### src/rtl/axi_config_regfile.sv
// Configuration register file: 64-byte window of 32-bit registers with ID,
// scratch, control, pulse, status, sticky interrupt, write-counter and
// general-purpose registers. Reads return data one cycle after rd.
module axi_config_regfile #(
   parameter int                    ADDR_WIDTH = 32,
   parameter int                    DATA_WIDTH = 32,
   parameter int                    STRB_WIDTH = DATA_WIDTH/8,
   parameter logic [ADDR_WIDTH-1:0] BASE_ADDR  = '0,
   parameter logic [31:0]           ID_VALUE   = 32'hC0F1_0001,
   parameter int                    NUM_GP     = 4
) (
   input  logic                   clk,
   input  logic                   rst_n,
   input  logic [ADDR_WIDTH-1:0]  raddr,
   input  logic                   rd,
   output logic [DATA_WIDTH-1:0]  rdata,
   output logic                   rvalid,
   input  logic                   wr,
   input  logic [ADDR_WIDTH-1:0]  waddr,
   input  logic [DATA_WIDTH-1:0]  wdata,
   input  logic [STRB_WIDTH-1:0]  wstrb,
   input  logic [31:0]            status_in,
   input  logic [31:0]            irq_in,
   output logic [31:0]            ctrl_out,
   output logic [31:0]            pulse_out,
   output logic [NUM_GP*32-1:0]   gp_out,
   output logic                   irq_out
);

   // Elaboration-time parameter sanity checks.
   if (DATA_WIDTH != 32 || STRB_WIDTH != 4) begin : g_bad_width
      $error("axi_config_regfile: only DATA_WIDTH=32 / STRB_WIDTH=4 supported");
   end
   if (NUM_GP < 1 || NUM_GP > 8) begin : g_bad_num_gp
      $error("axi_config_regfile: NUM_GP must be in 1..8");
   end
   if (BASE_ADDR[5:0] != 6'd0) begin : g_bad_base
      $error("axi_config_regfile: BASE_ADDR must be 64-byte aligned");
   end

   localparam logic [3:0] IDX_ID       = 4'd0;
   localparam logic [3:0] IDX_SCRATCH  = 4'd1;
   localparam logic [3:0] IDX_CTRL     = 4'd2;
   localparam logic [3:0] IDX_PULSE    = 4'd3;
   localparam logic [3:0] IDX_STATUS   = 4'd4;
   localparam logic [3:0] IDX_IRQ_STAT = 4'd5;
   localparam logic [3:0] IDX_IRQ_EN   = 4'd6;
   localparam logic [3:0] IDX_WR_CNT   = 4'd7;
   localparam logic [3:0] IDX_GP0      = 4'd8;

   logic [31:0] scratch_q, ctrl_q, status_q, irq_stat_q, irq_en_q, wr_cnt_q;
   logic [31:0] gp_q [NUM_GP];

   // Address decode: offset from base, window check, word index.
   logic [ADDR_WIDTH-1:0] roff, woff;
   logic                  r_in_win, w_in_win;
   logic [3:0]            r_idx, w_idx;

   assign roff     = raddr - BASE_ADDR;
   assign woff     = waddr - BASE_ADDR;
   assign r_in_win = (roff[ADDR_WIDTH-1:6] == '0);
   assign w_in_win = (woff[ADDR_WIDTH-1:6] == '0);
   assign r_idx    = roff[5:2];
   assign w_idx    = woff[5:2];

   // Byte-lane offset bits are intentionally ignored.
   logic unused_lane_bits;
   assign unused_lane_bits = ^{roff[1:0], woff[1:0]};

   logic        w_hit;
   logic [31:0] wmask, wbits;
   assign w_hit = wr && w_in_win;
   assign wbits = wdata & wmask;

   // Expand byte strobes into a bit mask.
   always_comb begin
      // NOTE: default assignment first so no path leaves wmask unassigned (no latch).
      wmask = '0;
      for (int b = 0; b < 4; b++) begin
         wmask[8*b +: 8] = {8{wstrb[b]}};
      end
   end

   logic we_scratch, we_ctrl, we_pulse, we_irq_stat, we_irq_en;
   assign we_scratch  = w_hit && (w_idx == IDX_SCRATCH);
   assign we_ctrl     = w_hit && (w_idx == IDX_CTRL);
   assign we_pulse    = w_hit && (w_idx == IDX_PULSE);
   assign we_irq_stat = w_hit && (w_idx == IDX_IRQ_STAT);
   assign we_irq_en   = w_hit && (w_idx == IDX_IRQ_EN);

   // Scratch, control, interrupt enable, status sample and write counter.
   always_ff @(posedge clk) begin
      // NOTE: non-blocking assignments for all state so every register
      // sees pre-edge values regardless of statement order.
      if (!rst_n) begin
         scratch_q <= '0;
         ctrl_q    <= '0;
         irq_en_q  <= '0;
         status_q  <= '0;
         wr_cnt_q  <= '0;
      end else begin
         status_q <= status_in;
         if (we_scratch) scratch_q <= (scratch_q & ~wmask) | wbits;
         if (we_ctrl)    ctrl_q    <= (ctrl_q    & ~wmask) | wbits;
         if (we_irq_en)  irq_en_q  <= (irq_en_q  & ~wmask) | wbits;
         if (w_hit)      wr_cnt_q  <= wr_cnt_q + 32'd1;
      end
   end

   // General-purpose registers.
   always_ff @(posedge clk) begin
      if (!rst_n) begin
         // NOTE: the GP array is a small register bank with a required
         // reset value, so every entry is cleared explicitly here.
         for (int i = 0; i < NUM_GP; i++) gp_q[i] <= '0;
      end else begin
         for (int i = 0; i < NUM_GP; i++) begin
            if (w_hit && (w_idx == 4'(IDX_GP0 + 4'(i))))
               gp_q[i] <= (gp_q[i] & ~wmask) | wbits;
         end
      end
   end

   // Sticky interrupt status (set wins over W1C) and registered irq output.
   always_ff @(posedge clk) begin
      if (!rst_n) begin
         irq_stat_q <= '0;
         irq_out    <= 1'b0;
      end else begin
         irq_stat_q <= (irq_stat_q & ~(we_irq_stat ? wbits : 32'd0)) | irq_in;
         irq_out    <= |(irq_stat_q & irq_en_q);
      end
   end

   // One-cycle pulses from PULSE writes.
   always_ff @(posedge clk) begin
      if (!rst_n) pulse_out <= '0;
      else        pulse_out <= we_pulse ? wbits : 32'd0;
   end

   // Read mux over pre-write register values.
   logic [31:0] rd_mux;
   always_comb begin
      rd_mux = '0;
      if (r_in_win) begin
         case (r_idx)
            IDX_ID:       rd_mux = ID_VALUE;
            IDX_SCRATCH:  rd_mux = scratch_q;
            IDX_CTRL:     rd_mux = ctrl_q;
            IDX_PULSE:    rd_mux = '0;
            IDX_STATUS:   rd_mux = status_q;
            IDX_IRQ_STAT: rd_mux = irq_stat_q;
            IDX_IRQ_EN:   rd_mux = irq_en_q;
            IDX_WR_CNT:   rd_mux = wr_cnt_q;
            default: begin
               for (int i = 0; i < NUM_GP; i++) begin
                  if (r_idx == 4'(IDX_GP0 + 4'(i))) rd_mux = gp_q[i];
               end
            end
         endcase
      end
   end

   // Read response: valid one cycle after rd, data held otherwise.
   always_ff @(posedge clk) begin
      if (!rst_n) begin
         rvalid <= 1'b0;
         rdata  <= '0;
      end else begin
         rvalid <= rd;
         if (rd) rdata <= rd_mux;
      end
   end

   assign ctrl_out = ctrl_q;

   for (genvar g = 0; g < NUM_GP; g++) begin : g_gp_out
      assign gp_out[32*g +: 32] = gp_q[g];
   end

endmodule

### config.mk
export PLATFORM = sky130hd
export DESIGN_NAME = axi_config_regfile
export DESIGN_NICKNAME = d
export VERILOG_FILES = /design/src/rtl/axi_config_regfile.sv
export SDC_FILE = /design/constraint.sdc
export NUM_CORES = 1
export LEC_CHECK = 0
export CORE_ASPECT_RATIO = 1.4
export CORE_MARGIN = 3
export CORE_UTILIZATION = 46
export DETAILED_ROUTE_END_ITERATION = 7
export PLACE_DENSITY = 0.87
export RECOVER_POWER = 100
export SLEW_MARGIN = 20
export SYNTH_ARGS = -nofsm -noshare
export SYNTH_HDL_FRONTEND = slang
export SYNTH_SLANG_ARGS = --single-unit
### constraint.sdc
create_clock -name clk -period 4.5 [get_ports clk]
set_input_delay 0.45 -clock clk [delete_from_list [all_inputs] [get_ports clk]]
set_output_delay 0.45 -clock clk [all_outputs]
set_load 0.1 [all_outputs]
==> metrics.csv <==
stage,metric,value,unit
synthesis,Synth Flop Type,dfxtp_1,
synthesis,Yosys reg bits,386,
synthesis,sequential area share after synthesis,52.0,%
global_routing,GRT Total Usage,32.7,%
die,full die area,40100,um2
synthesis,Mapped Cells,1790,
job,Max-Cap Viols,3,
synthesis,syn_area_per_cell,9.68,um2
synthesis,synth cell count leaders,"dfxtp_1 (258), a21oi_1 (255), nor2_1 (190), nand2b_1 (157), mux2i_1 (131)",
place,IO buf count,389,
setup_path,crit end category,flip-flop,
sta,setup_tns,0,ns
die,Die X,170,um
final_layout,fin nets,2307,
cts,"Clk Latency, worst-skew pair",0.55,ns
die,IO Pins,394,
synthesis,top-count cell post-synth,dfxtp_1,
sta,Max Transition Viols Final,108,
final_layout,share of cells above drive strength 1,5.17,%
setup_path,reg2reg path depth,5,
die,Die H,236,um
cts,hold_buf cts,0,
global_routing,first-pass GRT wire length,101,mm
setup_path,Required @ worst endpoint,4.96,ns
outcome,failing checks,"DRC, capacitance limit, slew limit",
route,Post-DRT Antenna Nets,0,
synthesis,top post-synthesis cells by area,"dfxtp_1 (30%), edfxtp_1 (22%), mux2i_1 (7.6%)",
setup_path,CP arrival,4.11,ns
sta,# setup viols final,0,
outcome,status,finished with violations,
power,P_leak,9.15,nW
cts,clock-pin slew on the worst setup and hold paths,0.06,ns
final_layout,area grow syn2layout,32.5,%
route,drt wl/cell,25.6,um
setup_path,maximum fanout along the worst path,41,
route,detailed-route via count,16500,
sta,Slew Limit Headroom,-30.0,%
route,Vias/cell,6.24,
route,final wirelength,67.7,mm
setup_path,Setup Crit Path Kind,in -> reg,
place,placed cell count,2564,
die,Core Area,37000,um2
global_routing,GR Overflow Total,0,
sta,Fin Clk Skew,0.0155,ns
die,Initial Util,46.9,%
cts,H-tree depth,2,
min_path,WHS Path Cells,2,
power,Pwr Density,349,nW/um2
power,Max VDD drop,0.000312,V
cts,worst-case clock buffer depth,3,
synthesis,mapped cell area,17300,um2
route,DR DRC count,1,
global_routing,vias in the first global route,16200,
cts,clock sinks,386,
die,Std-Cell Rows,83,
synthesis,post-synthesis net count,1959,
route,1st-iter DRT viols,2199,
cts,CTS tree,built,
place,hpwl dp,48.7,mm
place,Routability Congestion,0.962,
synthesis,Post-synth ARST share,0,%
sta,fin crit share,81.1,%
min_path,Worst Hold Class,reg -> reg,
synthesis,Ys Warns,0,
final_layout,Non-Filler Instances,2641,
global_routing,largest net degree at the start of global routing,86,
route,drt pass-1 iters,8,
synthesis,Synth area leader,dfxtp_1,
sta,fmax,274,MHz
cts,clock buffer count from CTS,39,
synthesis,synth unique cells,62,
sta,hold violation count in the final report,0,
cts,Post-CTS Setup Inserts,0,
cts,CTS resizes,0,
sta,fin crit period,3.65,ns
sta,Fin Hold WS,0.468,ns
sta,Worst-Margin Slew,1.95,ns
setup_path,crit path launch type,primary input,
synthesis,top-area cell type share of the netlist area,29.8,%
global_routing,initial antenna violation count,11,
synthesis,number of flops mapped to enable cells by yosys,128,
sta,RSZ-0062 raised after global routing,no,
cts,root buf cell,clkbuf_16,
stage by stage:
step                      area, um2  util (%)  power (mW)  worst slack [ns]
final                         23000      62.1        8.02             0.850
after floorplan               17300         -        4.37            0.0682
after detailed placement      21800      58.8        4.80             0.913
after global placement        21800      58.8        4.79              1.03
after CTS                     23000      62.3        8.05              1.46
after global routing          23000      62.1        8.21             0.646
cells in the final DEF, fill, tap and decap left out, types with 72 or more instances in the layout:
| cell type | count |
|---|---|
| nand2b_1 | 157 |
| o21ai_0 | 72 |
| dlygate4sd3_1 | 227 |
| dfxtp_1 | 258 |
| edfxtp_1 | 128 |
| nand2_1 | 86 |
| nor2_1 | 190 |
| clkdlybuf4s50_1 | 159 |
| a21oi_1 | 255 |
| mux2i_1 | 131 |
worst paths after layout:
| check | from | end | slack, ns |
|---|---|---|---|
| setup / recovery | raddr[3] | rdata[3]$_SDFFE_PN0P_ | 0.85 |
| setup reg to reg | wr_cnt_q[3]$_SDFFE_PN0P_ | wr_cnt_q[27]$_SDFFE_PN0P_ | 1.96 |
| hold reg to reg | rdata[5]$_SDFFE_PN0P_ | rdata[5]$_SDFFE_PN0P_ | 0.47 |
| hold / removal | rdata[5]$_SDFFE_PN0P_ | rdata[5]$_SDFFE_PN0P_ | 0.47 |
report_power, final:
group | total (mW) | internal, mW | switching (mW) | leakage [nW]
logic | 0.979 | 0.299 | 0.680 | 5.12
registers | 3.75 | 3.67 | 0.0774 | 3.42
clock network | 3.29 | 1.91 | 1.38 | 0.615
layer usage:
layer	global-route usage (%)	vias up	wire [um]
li1	-	7198	-
met1	41.1	7820	24400
met2	51.9	1170	31400
met3	6.65	271	7030
met4	19.5	8	4850
met5	0	-	68
worst max-delay path, cell delays in order:
cell and delay [ns]:
clkbuf_1 1.36, buf_4 0.63, nor4bb_1 0.35, buf_4 0.37, a222oi_1 0.16, and3_1 0.23, a211o_1 0.31, a21oi_1 0.15
kinds of logic (layout without fill, tap and decap cells):
family	Yosys count	in the layout	share of synthesized area [%]
XOR/XNOR	15	15	0.758
other	0	7	0
multiplexers	132	132	7.63
AND/OR/NAND/NOR	640	640	19.8
buffers and inverters	143	520	3.23
AO/OA/AOI/OAI	473	473	16.5
flip-flops	386	386	52.0
adder cells (fa/ha/maj)	1	1	0.0722
final cells by class:
type / instances / area (um2)
Fill cell: 3006 / 14000
Sequential cell: 386 / 9010
Multi-Input combinational cell: 1261 / 7830
Timing Repair Buffer: 436 / 4200
Clock buffer: 55 / 1120
Tap cell: 467 / 584
Clock inverter: 15 / 158
Inverter: 14 / 55.1
Antenna cell: 7 / 17.5
Power figures use the tool's default switching activity.
